File: config.mk
export PLATFORM = sky130hd
export DESIGN_NAME = mmio_timer_responder
export DESIGN_NICKNAME = d
export VERILOG_FILES = /design/src/rtl/mmio_pkg.sv /design/src/rtl/mmio_countdown.sv /design/src/rtl/mmio_timer_responder.sv
export SDC_FILE = /design/constraint.sdc
export NUM_CORES = 1
export LEC_CHECK = 0
export ABC_CLOCK_PERIOD_IN_PS = 2700
export CELL_PAD_IN_SITES_DETAIL_PLACEMENT = 1
export CELL_PAD_IN_SITES_GLOBAL_PLACEMENT = 2
export CORE_MARGIN = 8
export CORE_UTILIZATION = 36
export CTS_BUF_LIST = sky130_fd_sc_hd__clkbuf_4 sky130_fd_sc_hd__clkbuf_8
export DETAILED_ROUTE_END_ITERATION = 12
export PLACE_DENSITY_LB_ADDON = 0.1
export SYNTH_ARGS = -nofsm -noshare
export SYNTH_HDL_FRONTEND = slang
export SYNTH_SLANG_ARGS = --single-unit
export TNS_END_PERCENT = 100
File: constraint.sdc
create_clock -name clock -period 2.7 [get_ports clock]
set_input_delay 0.54 -clock clock [delete_from_list [all_inputs] [get_ports clock]]
set_output_delay 0.54 -clock clock [all_outputs]
set_load 0.05 [all_outputs]
File: src/rtl/mmio_pkg.sv
// Shared definitions for the memory-mapped countdown timer: register offsets,
// CTRL bit positions and the default window base address.
package mmio_pkg;

    localparam logic [7:0] DEFAULT_BASE_ADDR = 8'hF0;

    localparam logic [1:0] OFF_CTRL   = 2'd0;
    localparam logic [1:0] OFF_LOAD   = 2'd1;
    localparam logic [1:0] OFF_COUNT  = 2'd2;
    localparam logic [1:0] OFF_STATUS = 2'd3;

    localparam int CTRL_ENABLE      = 0;
    localparam int CTRL_AUTO_RELOAD = 1;
    localparam int CTRL_IRQ_MASK    = 2;
    localparam int CTRL_BITS        = 3;

    // The window is four words, so only the upper six address bits select it.
    function automatic logic in_window(input logic [7:0] addr, input logic [7:0] base);
        return addr[7:2] == base[7:2];
    endfunction

endpackage

File: src/rtl/mmio_countdown.sv
// Countdown core: decrement, reload, direct load and the sticky expiry flag.
// Requests an ENABLE clear when a one-shot count expires.
module mmio_countdown #(
    parameter int WIDTH = 24
) (
    input  logic             clock,
    input  logic             reset,
    input  logic             enable_i,
    input  logic             auto_reload_i,
    input  logic [WIDTH-1:0] load_value_i,
    input  logic             count_wr_i,
    input  logic [WIDTH-1:0] count_wdata_i,
    input  logic             status_clr_i,
    output logic [WIDTH-1:0] count_o,
    output logic             expired_o,
    output logic             disable_o
);

    logic [WIDTH-1:0] count_q, count_d;
    logic             expired_q, expired_d;
    logic             expire;

    assign expire    = enable_i && (count_q == '0);
    assign disable_o = expire && !auto_reload_i;

    // A CPU write to COUNT overrides the step; a fresh expiry overrides a W1C clear.
    always_comb begin
        count_d   = count_q;
        expired_d = expired_q;
        if (enable_i) begin
            if (count_q != '0) begin
                count_d = count_q - 1'b1;
            end else if (auto_reload_i) begin
                count_d = load_value_i;
            end
        end
        if (count_wr_i) begin
            count_d = count_wdata_i;
        end
        if (status_clr_i) begin
            expired_d = 1'b0;
        end
        if (expire) begin
            expired_d = 1'b1;
        end
    end

    always_ff @(posedge clock or posedge reset) begin
        if (reset) begin
            count_q   <= '0;
            expired_q <= 1'b0;
        end else begin
            count_q   <= count_d;
            expired_q <= expired_d;
        end
    end

    assign count_o   = count_q;
    assign expired_o = expired_q;

endmodule

File: src/rtl/mmio_timer_responder.sv
// Bus responder for the four-word timer window: decode, CTRL/LOAD storage and
// registered read mux. Define MMIO_IRQ_EN to add the level interrupt output.
module mmio_timer_responder
    import mmio_pkg::*;
#(
    parameter logic [7:0] BASE_ADDR  = DEFAULT_BASE_ADDR,
    parameter int         DATA_WIDTH = 24
) (
    input  logic                  clock,
    input  logic                  reset,
    input  logic [7:0]            MAR,
    input  logic [DATA_WIDTH-1:0] data_in,
    output logic [DATA_WIDTH-1:0] data_out,
    input  logic                  Mem_CS,
    input  logic                  Mem_EN,
    output logic                  mmio_hit
`ifdef MMIO_IRQ_EN
    ,
    output logic                  irq
`endif
);

    logic                  hit, wr, rd_any, rd_hit;
    logic [1:0]            off;
    logic [CTRL_BITS-1:0]  ctrl_q, ctrl_d;
    logic [DATA_WIDTH-1:0] load_q, load_d;
    logic [DATA_WIDTH-1:0] data_out_q, data_out_d;
    logic                  mmio_hit_q, mmio_hit_d;
    logic [DATA_WIDTH-1:0] rdata;
    logic [DATA_WIDTH-1:0] count;
    logic                  expired;
    logic                  disable_req;

    assign off    = MAR[1:0];
    assign hit    = Mem_CS && in_window(MAR, BASE_ADDR);
    assign wr     = hit && Mem_EN;
    assign rd_any = Mem_CS && !Mem_EN;
    assign rd_hit = hit && !Mem_EN;

    mmio_countdown #(
        .WIDTH(DATA_WIDTH)
    ) u_countdown (
        .clock         (clock),
        .reset         (reset),
        .enable_i      (ctrl_q[CTRL_ENABLE]),
        .auto_reload_i (ctrl_q[CTRL_AUTO_RELOAD]),
        .load_value_i  (load_q),
        .count_wr_i    (wr && (off == OFF_COUNT)),
        .count_wdata_i (data_in),
        .status_clr_i  (wr && (off == OFF_STATUS) && data_in[0]),
        .count_o       (count),
        .expired_o     (expired),
        .disable_o     (disable_req)
    );

    always_comb begin
        rdata = '0;
        case (off)
            OFF_CTRL:   rdata[CTRL_BITS-1:0] = ctrl_q;
            OFF_LOAD:   rdata = load_q;
            OFF_COUNT:  rdata = count;
            OFF_STATUS: rdata[0] = expired;
            default:    rdata = '0;
        endcase
    end

    // A CPU write to CTRL wins over the one-shot ENABLE clear on the same edge.
    always_comb begin
        ctrl_d     = ctrl_q;
        load_d     = load_q;
        data_out_d = data_out_q;
        mmio_hit_d = mmio_hit_q;
        if (disable_req) begin
            ctrl_d[CTRL_ENABLE] = 1'b0;
        end
        if (wr && (off == OFF_CTRL)) begin
            ctrl_d = data_in[CTRL_BITS-1:0];
        end
        if (wr && (off == OFF_LOAD)) begin
            load_d = data_in;
        end
        if (rd_hit) begin
            data_out_d = rdata;
        end
        if (rd_any) begin
            mmio_hit_d = rd_hit;
        end
    end

    always_ff @(posedge clock or posedge reset) begin
        if (reset) begin
            ctrl_q     <= '0;
            load_q     <= '0;
            data_out_q <= '0;
            mmio_hit_q <= 1'b0;
        end else begin
            ctrl_q     <= ctrl_d;
            load_q     <= load_d;
            data_out_q <= data_out_d;
            mmio_hit_q <= mmio_hit_d;
        end
    end

    assign data_out = data_out_q;
    assign mmio_hit = mmio_hit_q;

`ifdef MMIO_IRQ_EN
    logic irq_q;

    always_ff @(posedge clock or posedge reset) begin
        if (reset) begin
            irq_q <= 1'b0;
        end else begin
            irq_q <= expired && ctrl_q[CTRL_IRQ_MASK];
        end
    end

    assign irq = irq_q;
`endif

endmodule

==> results.tsv, run 1 <==
metric	value	unit
clock root buffer	sky130_fd_sc_hd__clkbuf_8	
routability-driven placement congestion ratio	0.8292	
crit path DAT	2.66	ns
maximum fanout count along the critical path	12	
Worst Hold Margin	0.4772	ns
top area cells in the synthesized netlist	sky130_fd_sc_hd__dfrtp_1 44%, sky130_fd_sc_hd__mux2_2 6.9%, sky130_fd_sc_hd__nand2_1 6.3%	
Psw	887.8	uW
Placement Rows	40	
status	finished, final reports clean	
prevailing post-synth register cell	sky130_fd_sc_hd__dfrtp_1	
mean instance size in the synthesized netlist	9.863	um2
relative contribution of combinational cells to total power	20.7	%
number of DRC violations after detailed-routing iteration 0	279	
TritonCTS clock tree	built	
clock network latency to the later pin of the worst-skew pair	0.38	ns
average detailed-routed wire length per instance	21.35	um
Die Area	15950	um2
setup-violating endpoint count in the final report	0	
pin slew with the least headroom to its limit	0.6968	ns
number of distinct library cell variants in the gate-level netlist after synthesis	60	
Synth Net Count	488	
pin count of the biggest net entering global routing	78	
number of pins with negative max-slew slack in the final report	0	
PwrDens	538.7	nW/um2
clock-pin slew on the worst setup and hold paths	0.09	ns
final period utilization	90.42	%
post-place instance area	5293	um2
number of gates resized after CTS	0	
fmax	0.4096	GHz
Setup Skew	0.01225	ns
Setup Crit Path Kind	reg2reg	
largest voltage drop on the vdd net	397.1	uV
Tot Pwr	2.977	mW
number of register bits inferred by synthesis	77	
number of sinks driven by the clock tree	77	
area overhead of the layout relative to synthesis	26.20	%
dominant combinational cell family by area after synthesis	simple AND/OR/NAND/NOR gates	
sequential area share after synthesis	44.00	%
Slew headroom	53.54	%
Hold Vio Cnt, Final	0	
Core ar.	11960	um2
area leader, netlist	sky130_fd_sc_hd__dfrtp_1	
multiplexer share of the synthesized area	7.629	%
proportion of layout cells with a drive suffix above 1	17.60	%
Post-Layout Inst Area	5527	um2
I/O pin total	61	
portion of total power attributed to the clock network	34.7	%
drt first pass iters	4	
overflow left after global routing	0	
simple-gate share of the synthesized area	19.49	%
cell with the biggest individual delay on the critical path	sky130_fd_sc_hd__nor4_4	
Antenna Violating Nets Remaining	0	
maximum capacitance violations	0	
biggest cell delay along the critical path	0.54	ns
number of H-tree levels	3	
wire length reported by the detailed router	14180	um
cells along the critical path	nor4_4, nand4_4, o41a_4, nor2_4, a221oi_1	
leakage power figure	2.352	nW
final period demand of the worst path	2.441	ns
setup slack at placement	-0.03029	ns
kind of start point of the critical path	flip-flop	
complex-gate fraction of the synthesized area	19.37	%
Hold WC Path Type	reg2reg	
adder and majority gate portion of the synthesized area	2.286	%
total DRC errors in the routed layout	0	
commonest cells after routing, fill and taps aside	77 x sky130_fd_sc_hd__dfrtp_1, 74 x sky130_fd_sc_hd__nand2_1, 60 x sky130_fd_sc_hd__clkdlybuf4s50_1	
routed vias	3729	
Worst Setup End Kind	flip-flop	
final net count	556	
final antenna diode count	0	
share of synthesized registers carrying an async set or reset	100.0	%
number of buffers added for setup after CTS	0	
vertical die dimension	126.3	um
first-pass GRT wire length	22940	um
Synth Area in XOR/XNOR	2.800	%
global-route usage over all layers	18.47	%
worst setup slack after layout	0.2587	ns
maximum buffer depth of the clock tree	2	
input/output buffers	60	
Die Wd	126.3	um
Reg power frac	44.5	%
Initial Utilization	36.61	%
Internal	2.089	mW
switching share of power	29.82	%
# hold bufs at CTS	0	
Core Util, Final	46.20	%
Vias per Instance	5.616	
clock buffers created by TritonCTS	9	
required time at the worst-slack endpoint	2.92	ns
combined area of all synthesized cells	4379	um2
Post-synth EDFFs	0	
setup repair after global routing missed its margin	no	
initial antenna violation count	0	
via count of the first global-routing pass	4013	
half-perimeter wire length of the detailed placement result	10550	um
number of warnings printed during yosys synthesis	0	
cell count after synthesis	444	
share of the synthesized area in the top cell type	44.00	%
most frequent standard cell in the layout excluding fill and tap cells	sky130_fd_sc_hd__dfrtp_1	
metrics by stage:
step / std cells / setup TNS [ns]
floorplan: 444 / 0
global placement: 648 / 0
detailed placement: 648 / -0.1728
CTS: 664 / 0
global route: 664 / 0
finish: 664 / 0
cells in the mapped netlist (all sizes together), types with 2 or more instances:
| cell type | count |
|---|---|
| a211oi | 3 |
| nand4b | 3 |
| a221oi | 2 |
| mux2 | 27 |
| xnor2 | 8 |
| buf | 7 |
| xor2 | 6 |
| or4 | 5 |
| a2bb2oi | 2 |
| dfrtp | 77 |
| o31ai | 4 |
| nor3 | 11 |
| nand3 | 8 |
| nor4 | 9 |
| o41a | 2 |
| nor2 | 12 |
| a222oi | 3 |
| a31oi | 4 |
| o22ai | 3 |
| and4 | 2 |
| o31a | 2 |
| or2 | 3 |
| nand2b | 2 |
| a21oi | 7 |
| o21ai | 42 |
| nor4b | 3 |
| a221o | 12 |
| and2 | 3 |
| inv | 14 |
| clkbuf | 27 |
| nand4 | 6 |
| nor2b | 2 |
| nand2 | 74 |
| and3 | 7 |
| ha | 8 |
| a22o | 21 |
| mux2i | 3 |
kinds of logic after synthesis:
kind of cell | after synthesis
AOI/OAI and AO/OA | 115
xor gates and xnor gates | 14
adders and majority gates | 8
buffers and inverters | 48
DFF | 77
muxes | 30
and+or+nand+nor | 152
area by class of cell:
class | instances | area, um2
timing repair buffer | 91 | 870.8
sequential | 77 | 1927
multi-input combinational | 319 | 2258
fill | 1379 | 6435
clock inverter | 3 | 67.56
clock buffer | 13 | 166.4
inverter | 14 | 52.55
tap | 147 | 183.9
per-layer routing:
layer	GRT usage, %	routed length [um]	part of all wire (%)	vias up
met5	0	0	0	-
li1	-	-	-	1773
met4	6.157	202	1.4	0
met1	24.27	6497	46	1839
met2	29.09	6486	46	103
met3	4.608	991	7.0	14
registers in the layout, summed over array words and instances, names as in the netlist:
register,flops
u_countdown.expired_o,1
load_q,24
ctrl_q,3
u_countdown.count_o,24
mmio_hit,1
data_out,24
power by group through the flow:
stage | sequential, mW | clock, mW | combinational (mW)
finish | 1.33 | 1.03 | 0.617
global route | 1.34 | 1.11 | 0.679
CTS | 1.32 | 1.06 | 0.622
detailed placement | 1.35 | 0 | 0.618
global placement | 1.34 | 0 | 0.601
floorplan | 1.30 | 0 | 0.411
critical path: cells and delay by family, from the launching register on:
family / cells / cell delay, ns
compound gates: 2 / 0.64
flops: 1 / 0.50
simple gates: 3 / 1.12
final timing paths:
check,slack (ns),startpoint,endpoint,cells after the start
max,0.26,u_countdown.count_o[8],u_countdown.count_o[5],5
min,0.48,data_out[8],data_out[8],2
max reg2reg,0.26,u_countdown.count_o[8],u_countdown.count_o[5],5
min reg2reg,0.48,data_out[8],data_out[8],2
max in group asynchronous,1.77,reset,u_countdown.count_o[5],3
min in group asynchronous,0.57,reset,data_out[21],3
Note: power is estimated with default switching activity, not from simulation.
==> run 2: changes to the inputs <==
--- a/config.mk
+++ b/config.mk
@@ -9,7 +9,7 @@
 export CELL_PAD_IN_SITES_DETAIL_PLACEMENT = 1
 export CELL_PAD_IN_SITES_GLOBAL_PLACEMENT = 2
 export CORE_MARGIN = 8
-export CORE_UTILIZATION = 36
+export CORE_UTILIZATION = 35
 export CTS_BUF_LIST = sky130_fd_sc_hd__clkbuf_4 sky130_fd_sc_hd__clkbuf_8
 export DETAILED_ROUTE_END_ITERATION = 12
 export PLACE_DENSITY_LB_ADDON = 0.1
==> results.tsv, run 2 (same netlist as run 1, synthesis figures left out) <==
metric	value	unit
Core ar.	12410	um2
setup repair after global routing missed its margin	no	
number of DRC violations after detailed-routing iteration 0	245	
Die Wd	127.9	um
Slew headroom	55.58	%
input/output buffers	60	
TritonCTS clock tree	built	
setup slack at placement	0.1498	ns
routed vias	3730	
overflow left after global routing	0	
total DRC errors in the routed layout	0	
Setup Skew	0.009697	ns
crit path DAT	2.67	ns
most frequent standard cell in the layout excluding fill and tap cells	sky130_fd_sc_hd__dfrtp_1	
final net count	563	
Vias per Instance	5.359	
Antenna Violating Nets Remaining	0	
initial antenna violation count	0	
worst setup slack after layout	0.2646	ns
drt first pass iters	4	
highest metal layer with signal wires	met4	
clock network latency to the later pin of the worst-skew pair	0.38	ns
largest voltage drop on the vdd net	241.3	uV
# hold bufs at CTS	0	
final-layout setup total negative slack	0	ns
kind of start point of the critical path	flip-flop	
required time at the worst-slack endpoint	2.93	ns
I/O pin total	61	
wire length reported by the detailed router	14130	um
final instance count without filler cells	696	
number of buffers added for setup after CTS	0	
Setup Crit Path Kind	reg2reg	
length of routed met2 wiring	6243	um
clock buffers created by TritonCTS	9	
sum of met3 wire segment lengths after detailed routing	757	um
maximum capacitance violations	0	
pin slew with the least headroom to its limit	0.6591	ns
number of fill cells	1414	
routability-driven placement congestion ratio	0.8594	
clock-pin slew on the worst setup and hold paths	0.09	ns
commonest cells after routing, fill and taps aside	77 x sky130_fd_sc_hd__dfrtp_1, 74 x sky130_fd_sc_hd__nand2_1, 60 x sky130_fd_sc_hd__clkdlybuf4s50_1	
status	finished, final reports clean	
clock root buffer	sky130_fd_sc_hd__clkbuf_8	
final period demand of the worst path	2.435	ns
vertical die dimension	127.9	um
PwrDens	529.6	nW/um2
detailed-routing wirelength on met1	6861	um
fmax	0.4106	GHz
leakage power figure	2.364	nW
Placement Rows	41	
number of H-tree levels	3	
number of gates resized after CTS	0	
Hold Vio Cnt, Final	0	
final antenna diode count	0	
number of pins with negative max-slew slack in the final report	0	
Hold WC Path Type	in2async	
half-perimeter wire length of the detailed placement result	10640	um
maximum buffer depth of the clock tree	2	
Die Area	16350	um2
Worst Setup End Kind	flip-flop	
Core Util, Final	44.97	%
setup-violating endpoint count in the final report	0	
maximum fanout count along the critical path	12	
proportion of layout cells with a drive suffix above 1	18.70	%
via count of the first global-routing pass	4039	
area overhead of the layout relative to synthesis	27.49	%
Tot Pwr	2.957	mW
number of sinks driven by the clock tree	77	
first-pass GRT wire length	22990	um
pin count of the biggest net entering global routing	50	
average detailed-routed wire length per instance	20.30	um
global-route usage over all layers	18.24	%
cell count after placement	680	
Initial Utilization	35.28	%
final period utilization	90.20	%
==> run 2: cell count changes in the layout (fill, tap and decap cells not counted), sizes merged <==
cell,previous run,this run
buf,31,38
clkinv,0,1
clkbuf,13,10
clkinvlp,1,3
==> run 2: per-stage QoR <==
stage / hold slack (ns) / area [um2]
2_1_floorplan: 0.4485 / 4379
3_3_place_gp: 0.4612 / 5364
5_1_grt: 0.4109 / 5583
6_report: 0.4044 / 5583
3_5_place_dp: 0.4680 / 5364
4_1_cts: 0.3971 / 5583
==> run 2: area by class of cell <==
class	count	area [um2]	share of cell area (%)
sequential	77	1927	34.51
inverter	14	52.55	0.9413
clock inverter	6	87.58	1.569
multi-input combinational	319	2258	40.45
clock buffer	10	131.4	2.353
tap	172	215.2	3.855
timing repair buffer	98	910.9	16.32
==> run 2: path summary, 6_finish.rpt <==
check	from	endpoint	slack, ns	depth (start not counted)
worst max-delay path	u_countdown.count_o[5]	u_countdown.count_o[5]	0.26	5
worst min-delay path	reset	data_out[21]	0.40	2
worst max register to register	u_countdown.count_o[5]	u_countdown.count_o[5]	0.26	5
worst min register to register	data_out[2]	data_out[2]	0.48	2
max in group asynchronous	reset	load_q[3]	1.66	3
min in group clock	data_out[2]	data_out[2]	0.48	2
==> run 2: metal layers <==
layer | global-route usage, % | up-vias
li1 | - | 1780
met1 | 24.74 | 1837
met2 | 27.72 | 96
met3 | 3.661 | 17
met4 | 7.483 | 0
met5 | 0 | -
==> run 2: critical path: stages (launching register included) <==
cell,delay (ns)
sky130_fd_sc_hd__dfrtp_1,0.47
sky130_fd_sc_hd__nor4_4,0.56
sky130_fd_sc_hd__nand4_4,0.27
sky130_fd_sc_hd__o41a_4,0.49
sky130_fd_sc_hd__nor2_4,0.34
sky130_fd_sc_hd__a221oi_1,0.15
==> run 2: power by group <==
part / switching [mW] / total (mW) / leakage (nW) / internal, mW
sequential: 0.108 / 1.33 / 1.05 / 1.22
combinational: 0.337 / 0.622 / 1.22 / 0.285
clock: 0.480 / 1.01 / 0.102 / 0.529
